### config.mk
export PLATFORM = sky130hd
export DESIGN_NAME = overheat_discharge_sequencer
export DESIGN_NICKNAME = d
export VERILOG_FILES = /design/src/rtl/overheat_discharge_sequencer_pkg.sv /design/src/rtl/overheat_discharge_sequencer_channel.sv /design/src/rtl/overheat_discharge_sequencer.sv
export SDC_FILE = /design/constraint.sdc
export NUM_CORES = 1
export LEC_CHECK = 0
export CAP_MARGIN = 20
export CORE_ASPECT_RATIO = 0.9
export CORE_UTILIZATION = 37
export CTS_CLUSTER_DIAMETER = 40
export DETAILED_ROUTE_END_ITERATION = 7
export HOLD_SLACK_MARGIN = 0.1
export SKIP_CTS_REPAIR_TIMING = 1
export SLEW_MARGIN = 10
export SYNTH_ARGS = -nofsm -noshare
export SYNTH_HDL_FRONTEND = slang
export SYNTH_SLANG_ARGS = --single-unit
export TNS_END_PERCENT = 10
### constraint.sdc
create_clock -name clk -period 3.13 [get_ports clk]
set_clock_uncertainty 0.05 [all_clocks]
set_input_delay 0.626 -clock clk [delete_from_list [all_inputs] [get_ports clk]]
set_output_delay 0.626 -clock clk [all_outputs]
set_load 0.03 [all_outputs]
### src/rtl/overheat_discharge_sequencer_pkg.sv
// overheat_discharge_sequencer_pkg
// Purpose: the types and constants shared by the discharge sequencer top and its
//          per-engine channel.
//   chanState_t        channel FSM states
//   ARM_DELAY_DEF      default ARM dwell, in cycles
//   SQUIB_CYCLES_DEF   default squib firing-pulse width, in cycles
//   RECHECK_DELAY_DEF  default post-discharge observation window, in cycles
//   CNT_W              width of the channel down-counter
//   pickBottle()       one-hot select of the lowest-numbered unspent bottle
package overheat_discharge_sequencer_pkg;

  typedef enum logic [2:0] {
    IDLE      = 3'd0,
    ARM       = 3'd1,
    SHOT      = 3'd2,
    RECHECK   = 3'd3,
    EXHAUSTED = 3'd4
  } chanState_t;

  localparam int ARM_DELAY_DEF     = 16;
  localparam int SQUIB_CYCLES_DEF  = 4;
  localparam int RECHECK_DELAY_DEF = 32;
  localparam int CNT_W             = 8;

  // Bottle A (bit0) is used first. The caller only acts on the result when at
  // least one bottle is unspent.
  function automatic logic [1:0] pickBottle(input logic [1:0] spent);
    return spent[0] ? 2'b10 : 2'b01;
  endfunction

endpackage

### src/rtl/overheat_discharge_sequencer_channel.sv
// discharge_channel
// Purpose: one engine's discharge sequencer: FSM, 8-bit saturating down-counter
//          and the two spent-bottle flags.
// Ports:
//   clk       in   system clock, rising edge
//   rst       in   asynchronous active-high reset
//   overheat  in   overheat control for this engine
//   cancel    in   pilot discharge-cancel, level-sensitive
//   squib     out  [1:0] squib fire lines, bit0 bottle A, bit1 bottle B
//   bottles   out  [1:0] number of unspent bottles (0..2)
//   active    out  high whenever the FSM is not in IDLE
module discharge_channel
  import overheat_discharge_sequencer_pkg::*;
#(
  parameter int ARM_DELAY     = ARM_DELAY_DEF,
  parameter int SQUIB_CYCLES  = SQUIB_CYCLES_DEF,
  parameter int RECHECK_DELAY = RECHECK_DELAY_DEF
) (
  input  logic       clk,
  input  logic       rst,
  input  logic       overheat,
  input  logic       cancel,
  output logic [1:0] squib,
  output logic [1:0] bottles,
  output logic       active
);

  chanState_t       stateReg, stateNext;
  logic [CNT_W-1:0] cntReg, cntNext;
  logic [1:0]       spentReg, spentNext;
  logic [1:0]       selReg, selNext;    // bottle being fired in the current SHOT
  logic             haveBottle;

  assign haveBottle = ~(spentReg[0] & spentReg[1]);

  always_ff @(posedge clk or posedge rst) begin
    if (rst) begin
      stateReg <= IDLE;
      cntReg   <= '0;
      spentReg <= 2'b00;
      selReg   <= 2'b00;
    end else begin
      stateReg <= stateNext;
      cntReg   <= cntNext;
      spentReg <= spentNext;
      selReg   <= selNext;
    end
  end

  always_comb begin
    stateNext = stateReg;
    // Saturating count: a counter at 0 stays there until a transition reloads it.
    cntNext   = (cntReg != '0) ? cntReg - 1'b1 : '0;
    spentNext = spentReg;
    selNext   = selReg;

    unique case (stateReg)
      IDLE: begin
        if (overheat && haveBottle) begin
          stateNext = ARM;
          cntNext   = CNT_W'(ARM_DELAY - 1);
        end
      end

      ARM: begin
        // Dropping overheat or a cancel beats an expiring dwell.
        if (!overheat || cancel) begin
          stateNext = IDLE;
          cntNext   = '0;
        end else if (cntReg == '0) begin
          stateNext = SHOT;
          cntNext   = CNT_W'(SQUIB_CYCLES - 1);
          selNext   = pickBottle(spentReg);
          spentNext = spentReg | pickBottle(spentReg);
        end
      end

      // Inputs are deliberately not looked at here: a started pulse always completes.
      SHOT: begin
        if (cntReg == '0) begin
          stateNext = RECHECK;
          cntNext   = CNT_W'(RECHECK_DELAY - 1);
        end
      end

      RECHECK: begin
        if (cancel) begin
          stateNext = IDLE;
          cntNext   = '0;
        end else if (cntReg == '0) begin
          if (!overheat) begin
            stateNext = IDLE;
          end else if (haveBottle) begin
            stateNext = SHOT;
            cntNext   = CNT_W'(SQUIB_CYCLES - 1);
            selNext   = pickBottle(spentReg);
            spentNext = spentReg | pickBottle(spentReg);
          end else begin
            stateNext = EXHAUSTED;
          end
        end
      end

      EXHAUSTED: begin
        if (!overheat) begin
          stateNext = IDLE;
        end
      end

      default: begin
        stateNext = IDLE;
        cntNext   = '0;
      end
    endcase
  end

  // Driven straight from the state register so an asynchronous reset drops the
  // squib lines without waiting for a clock edge.
  assign squib   = (stateReg == SHOT) ? selReg : 2'b00;
  assign bottles = {1'b0, ~spentReg[0]} + {1'b0, ~spentReg[1]};
  assign active  = (stateReg != IDLE);

endmodule

### src/rtl/overheat_discharge_sequencer.sv
// overheat_discharge_sequencer
// Purpose: two independent engine fire-bottle discharge channels plus the
//          combined fire warning.
// Build option: OVERHEAT_INPUT_SYNC_EN - when defined, eng1o, eng2o, cancel1 and
//          cancel2 each pass through a two-flop synchroniser (adds 2 cycles of
//          latency); when undefined the inputs feed the channels directly.
// Ports:
//   clk                  in   system clock, rising edge
//   rst                  in   asynchronous active-high reset
//   eng1o, eng2o         in   per-engine overheat control
//   cancel1, cancel2     in   per-engine pilot discharge-cancel
//   eng1_squib           out  [1:0] engine 1 squibs (bit0 bottle A, bit1 bottle B)
//   eng2_squib           out  [1:0] engine 2 squibs
//   eng1_bottles         out  [1:0] engine 1 unspent bottle count
//   eng2_bottles         out  [1:0] engine 2 unspent bottle count
//   fire_warn            out  high while either channel is not IDLE
module overheat_discharge_sequencer
  import overheat_discharge_sequencer_pkg::*;
#(
  parameter int ARM_DELAY     = ARM_DELAY_DEF,
  parameter int SQUIB_CYCLES  = SQUIB_CYCLES_DEF,
  parameter int RECHECK_DELAY = RECHECK_DELAY_DEF
) (
  input  logic       clk,
  input  logic       rst,
  input  logic       eng1o,
  input  logic       eng2o,
  input  logic       cancel1,
  input  logic       cancel2,
  output logic [1:0] eng1_squib,
  output logic [1:0] eng2_squib,
  output logic [1:0] eng1_bottles,
  output logic [1:0] eng2_bottles,
  output logic       fire_warn
);

  // Packed as {cancel2, cancel1, eng2o, eng1o}.
  logic [3:0] chanIn;
  logic       active1, active2;

`ifdef OVERHEAT_INPUT_SYNC_EN
  logic [3:0] syncMeta, syncOut;

  always_ff @(posedge clk or posedge rst) begin
    if (rst) begin
      syncMeta <= 4'b0000;
      syncOut  <= 4'b0000;
    end else begin
      syncMeta <= {cancel2, cancel1, eng2o, eng1o};
      syncOut  <= syncMeta;
    end
  end

  assign chanIn = syncOut;
`else
  assign chanIn = {cancel2, cancel1, eng2o, eng1o};
`endif

  discharge_channel #(
    .ARM_DELAY     (ARM_DELAY),
    .SQUIB_CYCLES  (SQUIB_CYCLES),
    .RECHECK_DELAY (RECHECK_DELAY)
  ) uChan1 (
    .clk      (clk),
    .rst      (rst),
    .overheat (chanIn[0]),
    .cancel   (chanIn[2]),
    .squib    (eng1_squib),
    .bottles  (eng1_bottles),
    .active   (active1)
  );

  discharge_channel #(
    .ARM_DELAY     (ARM_DELAY),
    .SQUIB_CYCLES  (SQUIB_CYCLES),
    .RECHECK_DELAY (RECHECK_DELAY)
  ) uChan2 (
    .clk      (clk),
    .rst      (rst),
    .overheat (chanIn[1]),
    .cancel   (chanIn[3]),
    .squib    (eng2_squib),
    .bottles  (eng2_bottles),
    .active   (active2)
  );

  assign fire_warn = active1 | active2;

endmodule

==> flow_metrics.py, run 1 <==
metrics = {
    "finish": {
        "num_antenna_cells": 0,
        "final_layout_size_suffix_gt1_share_pct": 12.1,
        "number_of_nets_in_the_layout": 226,
        "area_delta_synth_final_pct": 17.0,
        "post-route-cell-area_um2": 2150,
        "fillCellCount": 470,
        "final_core_utilization_pct": 46.6,
    },
    "synth": {
        "yosys.area.top_type_share_pct": 40.9,
        "ys_ff_latch": 30,
        "synth.largest_area_cell": "dfrtp_1",
        "synth_edf_count": 0,
        "synth_ff_type": "dfrtp_1",
        "synth.cell_area_um2": 1830,
        "synth-warning-count": 0,
        "synth_fp_nets": 207,
        "synth_cells": 195,
        "synth.most_common_cell": "dfrtp_1",
        "synth_seq_area_share_pct": 40.9,
        "post_synth_arst_share_pct": 100,
        "syn-mean-instance-area_um2": 9.41,
        "synth_top_cells_by_count": "dfrtp_1, nor2_1, o21ai_0, nand2_1, inv_1",
        "synth_top_cells_by_area": "dfrtp_1, o21ai_0, ha_1",
        "synth.distinct_cells": 54,
    },
    "grt": {
        "antenna_found_initial": 0,
        "grt.met1_usage_pct": 21.8,
        "globalRouteTotalUtil_pct": 15.7,
        "first_global_vias": 1378,
        "grt.overflow.total": 0,
        "grt_max_degree": 31,
        "grt_util_met3_pct": 3.95,
        "grt-busiest-layer": "met2",
        "global_route_wire_length_before_repair_um": 6350,
        "met2_track_utilization_from_global_routing_pct": 23.2,
    },
    "placement": {
        "detailed_place_hpwl_um": 2670,
        "finalWeightedCongestion": 0.888,
        "placement.cell_area_um2": 2050,
        "port-buffer-count": 14,
    },
    "die": {
        "start_util_pct": 39.8,
        "fp.dieArea_um2": 5240,
        "placeableCoreArea_um2": 4600,
        "num_rows": 23,
        "y_dimension_of_the_die_um": 68.8,
        "floorplan.io_pins": 15,
        "overall_die_width_um": 76.2,
    },
    "drt": {
        "routed_via_density": 5.12,
        "detail_route.drc_violations": 0,
        "drt_wl_total_um": 3630,
        "detailedRoute.firstPassIterationCount": 4,
        "drtAntennaViolNets": 0,
        "post_drt_wl_per_cell_um": 13.1,
        "drt_iter0_markers": 79,
        "dr_total_vias": 1419,
    },
    "clock_tree": {
        "insertion_delay_ps": 290,
        "total_cts_buffers": 5,
        "clock_tree.root_cell": "clkbuf_8",
        "cts_num_sinks": 30,
        "cts_buffer_depth": 2,
        "tritoncts": "built",
        "path_clk_slew_ps": 60,
        "cts_htree_levels": 2,
    },
    "setup_path": {
        "setup.worst_path.start_class": "flip-flop",
        "worst-path-max-fanout": 12,
        "r2r_cells": 6,
        "reg2reg_setup_slack_ps": 1120,
        "regToRegStartpoint": "uChan1.cntReg[0]",
        "critical_path_arrival_ps": 2190,
        "worstPathRequired_ps": 2450,
        "critical_path.reg2reg.endpoint": "uChan1.stateReg[2]",
        "criticalPathCategory": "reg -> out",
        "critPathSlowestCell": "clkdlybuf4s50_1",
        "cp_slowest_stage_delay_ps": 660,
        "path_cells": "nor3b_1 -> and2_1 -> clkdlybuf4s50_1",
        "timing.critical_path.to_type": "output port",
    },
    "sta": {
        "maxSlewViolCount": 0,
        "timing_hold_violations_final": 0,
        "unrepaired_setup_endpoints_after_global_routing": "no",
        "worstMarginPinSlew_ps": 546,
        "worst_slew_margin_rel_pct": 63.5,
        "timing.final.crit_period_ps": 2860,
        "setup_viol_count_final": 0,
        "final.period_utilization_pct": 91.5,
        "timing.setup.tns_ps": 0,
        "max_freq_mhz": 349,
        "final_layout_worst_hold_slack_ps": 448,
    },
    "pwr": {
        "power.density_nw_per_um2": 944,
        "power.share.sequential_pct": 34.0,
        "comb_power_share_pct": 50.2,
        "clkPwrFrac_pct": 15.8,
        "p_int_mw": 1.17,
        "ir_worst_vdd_uv": 371,
        "post-layout-total-power_mw": 2.03,
        "power.share.switching_pct": 42.4,
        "p_leak_nw": 0.930,
        "switching_component_of_the_power_mw": 0.860,
    },
    "job": {
        "cap_violations": 0,
    },
    "worst_hold_path": {
        "hold_end": "uChan1.cntReg[0]",
        "timing.hold.worst.class": "reg -> reg",
        "timing.hold.worst.start": "uChan1.cntReg[0]",
        "hold_path_depth": 1,
    },
    "run_status": {
        "run_status": "finished, final reports clean",
    },
}
critical path: cells and delay by family, from the launching register on:
kind	cells	cell delay [ps]
buffers and inverters	1	660
DFF	1	500
and+or+nand+nor	2	730
power groups by stage:
stage / clock [mW] / combinational, mW / sequential, mW
finish: 0.321 / 1.02 / 0.688
global route: 0.346 / 1.14 / 0.708
CTS: 0.331 / 1.02 / 0.687
detailed placement: 0 / 1.02 / 0.693
global placement: 0 / 1.01 / 0.689
floorplan: 0 / 0.815 / 0.635
through the flow:
| step | cells | setup slack, ps |
|---|---|---|
| after floorplan | 195 | 1170 |
| after global placement | 269 | 591 |
| after detailed placement | 269 | 546 |
| after CTS | 277 | 223 |
| after global routing | 277 | 80.3 |
| final | 277 | 267 |
cells in the final DEF (no fill, tap or decap), types with 5 or more instances in the layout:
master / n
nor3_1: 5
clkdlybuf4s50_1: 14
nor2_1: 17
o21ai_0: 16
ha_1: 6
clkbuf_8: 6
a21oi_1: 10
nand2_1: 15
dfrtp_1: 30
xnor2_1: 5
inv_1: 12
and2_1: 5
cell type report:
| cell class | instances | area (µm²) | share of cell area (%) |
|---|---|---|---|
| clock buffers | 7 | 86.3 | 4.02 |
| clock inverters | 1 | 5.00 | 0.233 |
| inverters | 12 | 45.0 | 2.10 |
| multi-input cells | 147 | 1010 | 47.1 |
| flip-flops and latches | 30 | 751 | 35.0 |
| well taps | 62 | 77.6 | 3.62 |
| repair buffers | 18 | 170 | 7.93 |
worst max-delay path by stage:
stage	cells past startpoint	endpoint	start	slack (ps)
CTS	3	eng1_squib[0]	uChan1.stateReg[2]	220
detailed placement	3	eng1_squib[0]	uChan1.stateReg[2]	550
finish	3	eng1_squib[0]	uChan1.stateReg[2]	270
global placement	3	eng1_squib[0]	uChan1.stateReg[2]	590
global route	3	eng1_squib[1]	uChan1.stateReg[2]	80
floorplan	3	eng1_squib[0]	uChan1.stateReg[2]	1170
state kept, by name, indices dropped and copies added, names as in the netlist:
register         flops
uChan1.stateReg      3
uChan1.selReg        2
uChan1.cntReg        8
uChan2.cntReg        8
uChan2.selReg        2
uChan2.spentReg      2
uChan1.spentReg      2
uChan2.stateReg      3
kinds of logic after synthesis:
| logic type | after synthesis | synth area share (%) |
|---|---|---|
| fa+ha+maj | 6 | 4.09 |
| simple gates | 78 | 25.5 |
| buf+inv | 18 | 3.96 |
| mux | 9 | 5.25 |
| compound gates | 46 | 16.4 |
| xor+xnor | 8 | 3.82 |
| flops | 30 | 40.9 |
per-layer routing:
layer  vias up  part of all wire [%]
li1        735                     -
met1       658                    53
met2        20                    42
met3         6                   3.5
met4         0                   1.6
met5         -                     0
Power figures use the tool's default switching activity.
==> run 2: changes to the inputs <==
--- a/config.mk
+++ b/config.mk
@@ -5,6 +5,7 @@
 export SDC_FILE = /design/constraint.sdc
 export NUM_CORES = 1
 export LEC_CHECK = 0
+export ABC_AREA = 1
 export CAP_MARGIN = 20
 export CORE_ASPECT_RATIO = 0.9
 export CORE_UTILIZATION = 37
==> run 2 against run 1 <==
  * Routed wire length shrank 0.52%
  * Clock power barely moved
  * Maximum frequency rose by 13%
  * Register-to-register slack improved by 370 ps
  * Count of clock-buffer cells in the layout stayed put
  * Synthesized area increased by 5.9%
  * Hold slack worse by 21 ps
  * Die area grew 5.8%
  * Critical path type unchanged
  * Critical endpoint is now eng2_squib[1]
  * Largest cell class unchanged
==> flow_metrics.py, run 2 <==
metrics = {
    "run_status": {
        "run_status": "finished, final reports clean",
    },
    "drt": {
        "drt_iter0_markers": 66,
        "detailedRoute.firstPassIterationCount": 4,
        "post_drt_wl_per_cell_um": 10.4,
        "dr_total_vias": 1566,
        "drt_wl_total_um": 3610,
        "detail_route.drc_violations": 0,
        "drtAntennaViolNets": 0,
        "routed_via_density": 4.50,
    },
    "pwr": {
        "power.share.switching_pct": 45.4,
        "p_int_mw": 1.12,
        "ir_worst_vdd_uv": 314,
        "comb_power_share_pct": 54.5,
        "power.density_nw_per_um2": 908,
        "switching_component_of_the_power_mw": 0.933,
        "power.share.sequential_pct": 29.8,
        "clkPwrFrac_pct": 15.7,
        "p_leak_nw": 1.17,
    },
    "finish": {
        "area_delta_synth_final_pct": 16.5,
        "post-route-cell-area_um2": 2260,
        "fillCellCount": 513,
        "number_of_nets_in_the_layout": 294,
        "num_antenna_cells": 0,
        "final_layout_size_suffix_gt1_share_pct": 14.5,
        "reg.largest.list": "uChan1.cntReg: 8 flops, uChan2.cntReg: 8 flops",
        "layout_commonest_cell": "nand2_1",
        "final_core_utilization_pct": 45.7,
        "regArea_um2": 751,
        "post_layout_nonfiller_instances": 348,
        "final_cell_mix": "nand2_1, inv_1, nor2_1, dfrtp_1, nand3_1",
        "area_of_the_multi_input_gates_um2": 1020,
    },
    "worst_hold_path": {
        "timing.hold.worst.start": "uChan2.selReg[0]",
        "timing.hold.worst.class": "reg -> reg",
        "hold_end": "uChan2.selReg[0]",
        "hold_path_depth": 2,
    },
    "clock_tree": {
        "tritoncts": "built",
        "cts_htree_levels": 2,
        "cts_buffer_depth": 2,
        "total_cts_buffers": 5,
        "clock_tree.root_cell": "clkbuf_8",
        "cts_num_sinks": 30,
        "path_clk_slew_ps": 70,
        "insertion_delay_ps": 280,
    },
    "synth": {
        "synth.cell_area_um2": 1940,
        "synth_top_cells_by_area": "dfrtp_1, nand2_1, inv_1",
        "synth_top_cells_by_count": "nand2_1, inv_1, dfrtp_1, nor2_1, nand3_1",
        "synth.distinct_cells": 26,
        "synth_fp_nets": 272,
        "synth_edf_count": 0,
        "synth.largest_area_cell": "dfrtp_1",
        "synth_seq_area_share_pct": 38.6,
        "synth_cells": 260,
        "ys_ff_latch": 30,
        "synth-warning-count": 0,
        "yosys.area.top_type_share_pct": 38.6,
        "syn-mean-instance-area_um2": 7.47,
        "synth_ff_type": "dfrtp_1",
        "synth.most_common_cell": "nand2_1",
        "post_synth_arst_share_pct": 100,
    },
    "sta": {
        "max_freq_mhz": 395,
        "unrepaired_setup_endpoints_after_global_routing": "no",
        "timing_hold_violations_final": 0,
        "worst_slew_margin_rel_pct": 73.5,
        "final.period_utilization_pct": 80.9,
        "timing.final.crit_period_ps": 2530,
        "setup_viol_count_final": 0,
        "timing.setup.tns_ps": 0,
        "final_layout_worst_hold_slack_ps": 427,
        "maxSlewViolCount": 0,
        "worstMarginPinSlew_ps": 397,
    },
    "setup_path": {
        "worstPathRequired_ps": 2450,
        "regToRegStartpoint": "uChan2.cntReg[0]",
        "critPathSlowestCell": "clkdlybuf4s50_1",
        "path_cells": "nor2_1 -> nand2_1 -> nor2_1 -> clkdlybuf4s50_1",
        "setup.worst_path.start_class": "flip-flop",
        "worst-path-max-fanout": 7,
        "reg2reg_setup_slack_ps": 1490,
        "cp_slowest_stage_delay_ps": 680,
        "r2r_cells": 9,
        "criticalPathCategory": "reg -> out",
        "critical_path.most_common_cell": "nor2_1",
        "critical_path_arrival_ps": 1860,
        "critical_path.reg2reg.endpoint": "uChan2.selReg[1]",
        "timing.critical_path.to_type": "output port",
    },
    "die": {
        "num_rows": 24,
        "y_dimension_of_the_die_um": 70.8,
        "placeableCoreArea_um2": 4950,
        "start_util_pct": 39.2,
        "fp.dieArea_um2": 5550,
        "overall_die_width_um": 78.4,
        "floorplan.io_pins": 15,
    },
    "placement": {
        "dpl.cell_count": 340,
        "finalWeightedCongestion": 0.806,
        "detailed_place_hpwl_um": 2810,
        "port-buffer-count": 14,
        "placement.cell_area_um2": 2170,
    },
    "grt": {
        "antenna_found_initial": 0,
        "global_route_wire_length_before_repair_um": 6700,
        "first_global_vias": 1556,
        "grt_max_degree": 31,
        "grt.overflow.total": 0,
        "globalRouteTotalUtil_pct": 15.3,
    },
    "job": {
        "cap_violations": 0,
    },
}
## run 2: layout make-up
cell class | instances | area share (%)
Clock inverter | 1 | 0.221
Sequential cell | 30 | 33.2
Tap cell | 65 | 3.59
Inverter | 45 | 7.46
Timing Repair Buffer | 15 | 6.52
Multi-Input combinational cell | 185 | 45.2
Clock buffer | 7 | 3.81
## run 2: worst max path at each step
stage	from	endpoint	slack (ps)
after floorplan	uChan2.stateReg[2]	eng2_squib[0]	1350
after global placement	uChan2.stateReg[1]	fire_warn	940
after detailed placement	uChan2.stateReg[1]	fire_warn	910
after CTS	uChan2.stateReg[1]	fire_warn	600
after global routing	uChan2.stateReg[1]	fire_warn	450
final	uChan2.stateReg[2]	eng2_squib[1]	600
## run 2: cell families (layout without fill, tap and decap cells)
kind of cell / Yosys count / count (layout) / synth area share [%]
AND/OR/NAND/NOR: 157 / 157 / 40.1
buffers and inverters: 45 / 68 / 8.69
XOR/XNOR: 12 / 12 / 5.41
adder cells (fa/ha/maj): 6 / 6 / 3.86
flip-flops: 30 / 30 / 38.6
AO/OA/AOI/OAI: 10 / 10 / 3.35
## run 2: per-layer routing
layer	vias up	wire [µm]	track usage (%)
li1	842	-	-
met1	702	1910	20.5
met2	18	1550	24.4
met3	4	115	3.87
met4	0	35	4.53
met5	-	0	0
## run 2: power by group through the flow
stage	Combinational, mW	Clock, mW	Sequential, mW
after floorplan	0.907	0	0.602
after detailed placement	1.12	0	0.619
final	1.12	0.323	0.612
after CTS	1.13	0.333	0.612
after global placement	1.12	0	0.619
after global routing	1.28	0.352	0.633
## run 2: metrics by stage
stage                     power [mW]  setup slack (ps)
after global placement          1.74               940
final                           2.06               597
after detailed placement        1.74               911
after floorplan                 1.51              1350
after CTS                       2.08               599
after global routing            2.27               452
## run 2: worst max-delay path, delay by kind of cell, from the launching register on
| family | cells | cell delay, ps |
|---|---|---|
| simple gates | 3 | 460 |
| buf+inv | 1 | 680 |
| flops | 1 | 440 |
